File: src/rtl/dwt_soft_threshold_if.sv
// Coefficient-pair bus into the soft-threshold stage and its results back out.
interface dwt_soft_threshold_if #(
  parameter int unsigned DW = 32
);
  logic          in_valid;
  logic [DW-1:0] an_in;
  logic [DW-1:0] dn_in;
  logic          thr_en;
  logic          out_valid;
  logic [DW-1:0] an_out;
  logic [DW-1:0] dn_out;
  logic [DW-2:0] thr_out;
  logic          win_done;

  // Source of coefficients (lifting stage or testbench).
  modport master (
    output in_valid, an_in, dn_in, thr_en,
    input  out_valid, an_out, dn_out, thr_out, win_done
  );

  // The thresholding stage itself.
  modport slave (
    input  in_valid, an_in, dn_in, thr_en,
    output out_valid, an_out, dn_out, thr_out, win_done
  );
endinterface

File: src/rtl/dwt_soft_threshold.sv
// Soft-thresholds the detail coefficient of each DWT pair against an adaptive noise threshold
// derived from the mean |dn| of fixed-length windows; the approximation passes through, delay
// matched. Three register stages, full throughput, no backpressure.
module dwt_soft_threshold #(
  parameter int unsigned DW       = 32,
  parameter int unsigned WIN_LOG2 = 6,
  parameter int unsigned THR_NUM  = 12,
  parameter int unsigned THR_INIT = 64
) (
  input logic               clk,
  input logic               rst_n,
  dwt_soft_threshold_if.slave bus
);

  localparam int unsigned AccW  = DW - 1 + WIN_LOG2;
  localparam int unsigned ProdW = DW - 1 + 32;
  localparam logic [DW-2:0] ThrMax = '1;

  // Stage 1 registers
  logic          s1_valid;
  logic [DW-1:0] s1_an, s1_dn;
  logic [DW-2:0] s1_abs;
  logic          s1_thr_en;
  // Stage 2 registers
  logic          s2_valid;
  logic [DW-1:0] s2_an, s2_dn;
  logic [DW-2:0] s2_mag;
  logic          s2_thr_en;
  // Output registers
  logic          out_valid_q, win_done_q;
  logic [DW-1:0] an_out_q, dn_out_q;
  // Window statistics
  logic [AccW-1:0]     acc_q;
  logic [WIN_LOG2-1:0] cnt_q;
  logic [DW-2:0]       thr_q;

  // Combinational helpers
  logic [DW-2:0]      dn_neg, abs_d, mag_d, mean, thr_new;
  logic [AccW-1:0]    acc_sum;
  logic [ProdW-1:0]   prod;
  logic [ProdW-4:0]   scaled;
  logic               win_end;
  logic [DW-1:0]      mag_ext, dn_res;

  // |dn| with the most negative code saturated to the largest positive magnitude.
  always_comb begin
    dn_neg = -bus.dn_in[DW-2:0];
    abs_d  = bus.dn_in[DW-2:0];
    if (bus.dn_in[DW-1]) begin
      abs_d = (bus.dn_in[DW-2:0] == '0) ? ThrMax : dn_neg;
    end
  end

  // Shrink magnitude by the current threshold, and compute the next threshold at window end.
  always_comb begin
    mag_d   = (s1_abs > thr_q) ? s1_abs - thr_q : '0;
    acc_sum = acc_q + AccW'(s1_abs);
    mean    = acc_sum[AccW-1:WIN_LOG2];
    prod    = ProdW'(mean) * ProdW'(THR_NUM);
    scaled  = prod[ProdW-1:3];
    thr_new = (scaled > (ProdW-3)'(ThrMax)) ? ThrMax : scaled[DW-2:0];
    win_end = s1_valid && (cnt_q == '1);
  end

  // Reapply the original sign to the shrunk magnitude, or bypass when thresholding is off.
  always_comb begin
    mag_ext = {1'b0, s2_mag};
    dn_res  = s2_dn;
    if (s2_thr_en) begin
      dn_res = s2_dn[DW-1] ? -mag_ext : mag_ext;
    end
  end

  // Stage 1: capture the pair and its saturated magnitude.
  always_ff @(posedge clk or negedge rst_n) begin
    if (!rst_n) begin
      s1_valid  <= 1'b0;
      s1_an     <= '0;
      s1_dn     <= '0;
      s1_abs    <= '0;
      s1_thr_en <= 1'b0;
    end else begin
      s1_valid <= bus.in_valid;
      if (bus.in_valid) begin
        s1_an     <= bus.an_in;
        s1_dn     <= bus.dn_in;
        s1_abs    <= abs_d;
        s1_thr_en <= bus.thr_en;
      end
    end
  end

  // Stage 2: subtract the threshold in force on this edge (old value on an update edge).
  always_ff @(posedge clk or negedge rst_n) begin
    if (!rst_n) begin
      s2_valid  <= 1'b0;
      s2_an     <= '0;
      s2_dn     <= '0;
      s2_mag    <= '0;
      s2_thr_en <= 1'b0;
    end else begin
      s2_valid <= s1_valid;
      if (s1_valid) begin
        s2_an     <= s1_an;
        s2_dn     <= s1_dn;
        s2_mag    <= mag_d;
        s2_thr_en <= s1_thr_en;
      end
    end
  end

  // Stage 3: registered outputs.
  always_ff @(posedge clk or negedge rst_n) begin
    if (!rst_n) begin
      out_valid_q <= 1'b0;
      an_out_q    <= '0;
      dn_out_q    <= '0;
    end else begin
      out_valid_q <= s2_valid;
      if (s2_valid) begin
        an_out_q <= s2_an;
        dn_out_q <= dn_res;
      end
    end
  end

  // Window statistics: accumulate |dn| per valid sample, refresh the threshold every window.
  always_ff @(posedge clk or negedge rst_n) begin
    if (!rst_n) begin
      acc_q      <= '0;
      cnt_q      <= '0;
      thr_q      <= (DW-1)'(THR_INIT);
      win_done_q <= 1'b0;
    end else begin
      win_done_q <= win_end;
      if (win_end) begin
        acc_q <= '0;
        cnt_q <= '0;
        thr_q <= thr_new;
      end else if (s1_valid) begin
        acc_q <= acc_sum;
        cnt_q <= cnt_q + 1'b1;
      end
    end
  end

  assign bus.out_valid = out_valid_q;
  assign bus.an_out    = an_out_q;
  assign bus.dn_out    = dn_out_q;
  assign bus.thr_out   = thr_q;
  assign bus.win_done  = win_done_q;

endmodule

File: src/flat_wrapper.sv
// flat-port wrapper written by rule: the top's interface ports become plain ports
module dwt_soft_threshold_flat 
#(
  parameter int unsigned DW       = 32,
  parameter int unsigned WIN_LOG2 = 6,
  parameter int unsigned THR_NUM  = 12,
  parameter int unsigned THR_INIT = 64
)
  (clk, rst_n, bus_in_valid, bus_an_in, bus_dn_in, bus_thr_en, bus_out_valid, bus_an_out, bus_dn_out, bus_thr_out, bus_win_done);
  dwt_soft_threshold_if #(.DW(DW)) bus_i ();
  input logic clk;
  input logic rst_n;
  input wire logic [$bits(bus_i.in_valid)-1:0] bus_in_valid;
  input wire logic [$bits(bus_i.an_in)-1:0] bus_an_in;
  input wire logic [$bits(bus_i.dn_in)-1:0] bus_dn_in;
  input wire logic [$bits(bus_i.thr_en)-1:0] bus_thr_en;
  output wire logic [$bits(bus_i.out_valid)-1:0] bus_out_valid;
  output wire logic [$bits(bus_i.an_out)-1:0] bus_an_out;
  output wire logic [$bits(bus_i.dn_out)-1:0] bus_dn_out;
  output wire logic [$bits(bus_i.thr_out)-1:0] bus_thr_out;
  output wire logic [$bits(bus_i.win_done)-1:0] bus_win_done;
  assign bus_i.in_valid = bus_in_valid;
  assign bus_i.an_in = bus_an_in;
  assign bus_i.dn_in = bus_dn_in;
  assign bus_i.thr_en = bus_thr_en;
  assign bus_out_valid = bus_i.out_valid;
  assign bus_an_out = bus_i.an_out;
  assign bus_dn_out = bus_i.dn_out;
  assign bus_thr_out = bus_i.thr_out;
  assign bus_win_done = bus_i.win_done;
  dwt_soft_threshold #(.DW(DW), .WIN_LOG2(WIN_LOG2), .THR_NUM(THR_NUM), .THR_INIT(THR_INIT)) u_core (.clk(clk), .rst_n(rst_n), .bus(bus_i));
endmodule
File: config.mk
export PLATFORM = sky130hd
export DESIGN_NAME = dwt_soft_threshold_flat
export DESIGN_NICKNAME = d
export VERILOG_FILES = /design/src/rtl/dwt_soft_threshold_if.sv /design/src/rtl/dwt_soft_threshold.sv /design/src/flat_wrapper.sv
export SDC_FILE = /design/constraint.sdc
export NUM_CORES = 1
export LEC_CHECK = 0
export BUFFER_PORTS_ARGS = -buffer_cell sky130_fd_sc_hd__buf_2
export CAP_MARGIN = 30
export CORE_ASPECT_RATIO = 2
export CORE_MARGIN = 5
export CORE_UTILIZATION = 40
export CTS_CLUSTER_DIAMETER = 40
export DETAILED_ROUTE_END_ITERATION = 8
export PLACE_DENSITY = 0.54
export SYNTH_ARGS = -nofsm -noshare
export SYNTH_HDL_FRONTEND = slang
export SYNTH_SLANG_ARGS = --single-unit
export TNS_END_PERCENT = 100
File: constraint.sdc
create_clock -name clk -period 9.4 [get_ports clk]
set_input_delay 0.94 -clock clk [delete_from_list [all_inputs] [get_ports clk]]
set_output_delay 0.94 -clock clk [all_outputs]
set_load 0.005 [all_outputs]
==> flow_summary.yaml <==
status:
  outcome: "finished clean"
global_routing:
  grt_max_degree: 176
  use_met3: 0.02577
  grt_pass1_vias: 15788
  grt_first_pass_wirelength_um: 88040
  grtUsageTotal: 0.2111
  grt.met1_usage: 0.2266
  gr-usage-met2: 0.3970
  grt_antenna_before_repair: 2
  gr-total-overflow: 0
  busiest_layer: "met2"
synth:
  synth_area_leader_cell: "dfrtp_1"
  yosysMostFrequentCell: "dfrtp_1"
  synth_area_um2: 19160
  synth_common_cells: "dfrtp_1, mux2_2, a21oi_1, nor2_1, inv_1"
  syn_nets: 2031
  yosysUniqueCellTypes: 87
  seq_area_frac_synth: 0.4363
  syn_avg_cell_area_um2: 10.26
  synth-edff-count: 0
  synth_area_leaders: "dfrtp_1, mux2_2, ha_1"
  ys_dominant_reg_cell: "dfrtp_1"
  postSynth.asyncResetShare: 1.000
  yosysTopAreaCellShare: 0.4349
  synthCells: 1867
  ys_ff_latch: 334
  synth_warnings: 0
floorplanning:
  start_util: 0.4033
  core-area_um2: 47510
  row_count: 113
  num_io_pins: 165
  die-area_um2: 52640
  die_width_um: 164.8
  die_h_um: 319.5
setup_path:
  cp-end-kind: "flip-flop"
  cp_slowest_cell: "nor3_1"
  crit_arrival_ns: 6.18
  critPathKind: "flip-flop to flip-flop"
  cp_cell_sequence: "ha_1, inv_1, fa_1, nand2b_1, a211o_1, a311oi_4, nor3_2, a21oi_1, nor2_1, o21ai_0, nand2_1, xnor2_1, ha_1, inv_1, nor3_1, and3_1, nand3_1, and3_1, o311ai_2, nor3_1, a311o_1, o32a_1"
  critPathLaunchType: "flip-flop"
  required_ns: 9.83
  worstPathMaxFanout: 7
  max_stage_delay_ns: 0.49
drt:
  first_pass_iters: 6
  wirelength_um: 56070
  wl_per_cell_um: 21.02
  vias: 14862
  detail_route.iter0.violations: 949
  drc: 0
  vias_per_cell: 5.573
  ant_nets: 0
power_and_ir_drop:
  p_per_area_nw_per_um2: 422.8
  total_power_mw: 9.290
  irDropWorstVdd_mv: 0.2827
  p_leak_nw: 9.656
sta:
  relSlewSlack: 0.3139
  slew_viol_final: 0
  tightest_slew_ns: 1.029
  hold_violations: 0
  fmax_mhz: 173.7
  post-route-period-util: 0.6124
  setup_violations: 0
  finalClockSkew_ns: 0.01203
  post-route-min-period_ns: 5.757
  finalSetupTns_ns: 0
  rsz0062_at_grt: "false"
clock_network:
  post-cts-setup-buffers: 0
  htree_levels: 2
  cts_root_buf: "clkbuf_16"
  insertion_delay_ns: 0.55
  holdBufCountCts: 0
  cts_sinks: 334
  cts_tree: "yes"
  cts.reportedPaths.clkPinSlew_ns: 0.06
  post_cts_resized: 0
  cts_buffer_depth: 3
  cts_buffers: 39
final_layout:
  fillers: 4565
  final_core_util: 0.4625
  fin_nets: 2169
  syn2layout_area_growth_pct: 14.67
  multi_input_area_um2: 10110
  antennaDiodeCount: 0
  regArea_um2: 8366
  layout-drive-gt1-share: 0.2314
placement:
  dp_hpwl_um: 42860
  gp_congestion: 0.9459
  io_buffers: 164
run:
  cap_violations: 0
min_path:
  hold_class: "input pin to async pin"
## final timing paths
kind	start	endpoint	slack, ns	cells after the start
max	u_core.acc_q[0]	u_core.bus.thr_out[29]	3.64	22
min	rst_n	u_core.bus.dn_out[13]	0.44	1
max reg2reg	u_core.acc_q[0]	u_core.bus.thr_out[29]	3.64	22
min reg2reg	u_core.cnt_q[5]	u_core.cnt_q[5]	0.48	1
max in group asynchronous	rst_n	u_core.bus.dn_out[22]	7.45	2
min in group clk	u_core.cnt_q[5]	u_core.cnt_q[5]	0.48	1
## flip-flops by register name (all words and copies together) (netlist names)
name / count
u_core.acc_q: 37
u_core.s1_an: 32
u_core.s1_valid: 1
u_core.bus.win_done: 1
u_core.s1_thr_en: 1
u_core.cnt_q: 6
u_core.s1_dn: 32
u_core.s2_an: 32
u_core.s2_thr_en: 1
u_core.s2_mag: 31
u_core.s2_dn: 32
u_core.bus.dn_out: 32
u_core.bus.out_valid: 1
u_core.s2_valid: 1
u_core.bus.an_out: 32
u_core.s1_abs: 31
u_core.bus.thr_out: 31
## layer usage
metal / share of wire / vias to the layer above
li1: - / 7035
met1: 0.37 / 7314
met2: 0.54 / 380
met3: 0.038 / 131
met4: 0.056 / 2
met5: 0.00023 / -
## per-stage QoR
stage	hold slack, ns	instances	area, µm²	worst slack, ns
finish	0.4390	2667	21970	3.643
global route	0.5117	2667	21970	3.321
CTS	0.4634	2667	21970	3.679
detailed placement	0.4752	2596	20620	3.714
global placement	0.4724	2595	20600	3.740
floorplan	0.3519	1867	19160	4.528
## final cells by class
class                   instances  area share
multi-input cells            1348      0.4602
repair buffers                178     0.04385
flip-flops and latches        334      0.3808
clock inverters                19     0.01162
clock buffers                  52     0.04983
inverters                     104     0.01777
well taps                     632     0.03599
## worst max-delay path: cells and delay by family, from the launching register on
| family | cells | cell delay, ns |
|---|---|---|
| buffers and inverters | 2 | 0.18 |
| AOI/OAI and AO/OA | 7 | 2.20 |
| adders and majority gates | 3 | 0.91 |
| DFF | 1 | 0.36 |
| xor gates and xnor gates | 1 | 0.19 |
| and+or+nand+nor | 9 | 1.77 |
## power breakdown
part	switching, mW	internal (mW)
clock	0.648	0.942
sequential	0.281	1.80
combinational	3.37	2.25
total	4.30	4.99
## cell usage in the layout, fill, tap and decap left out, types with 6 or more instances in the layout
cell	n
nand2b_1	20
nor3_1	17
a21o_1	43
nand2_1	88
nand3_1	34
clkbuf_1	6
a211oi_1	11
o21bai_1	10
nor2b_1	10
and3_1	14
o2bb2ai_1	9
xor2_1	59
or4_1	7
nor4_1	11
dfrtp_1	330
nand4_1	17
o22a_1	7
nor2_1	146
buf_4	13
clkbuf_16	39
o21a_1	15
or3_1	14
o22ai_1	24
a21oi_1	170
mux2_2	192
mux2i_1	10
clkbuf_8	7
o31ai_1	23
a22o_1	27
o41ai_1	13
o31a_1	6
a31oi_1	7
o32ai_1	8
o21ai_0	62
inv_1	102
ha_1	93
buf_2	162
a211o_1	6
a21boi_0	6
xnor2_1	75
## logic make-up (layout without fill, tap and decap cells)
| kind of cell | count (synthesis) | count (layout) | synth area share |
|---|---|---|---|
| buffers and inverters | 185 | 353 | 0.03696 |
| adder cells (fa/ha/maj) | 96 | 96 | 0.06387 |
| AO/OA/AOI/OAI | 497 | 497 | 0.1739 |
| AND/OR/NAND/NOR | 418 | 418 | 0.1084 |
| XOR/XNOR | 135 | 135 | 0.06250 |
| flip-flops | 334 | 334 | 0.4363 |
| multiplexers | 202 | 202 | 0.1181 |
Note: power is estimated with default switching activity, not from simulation.
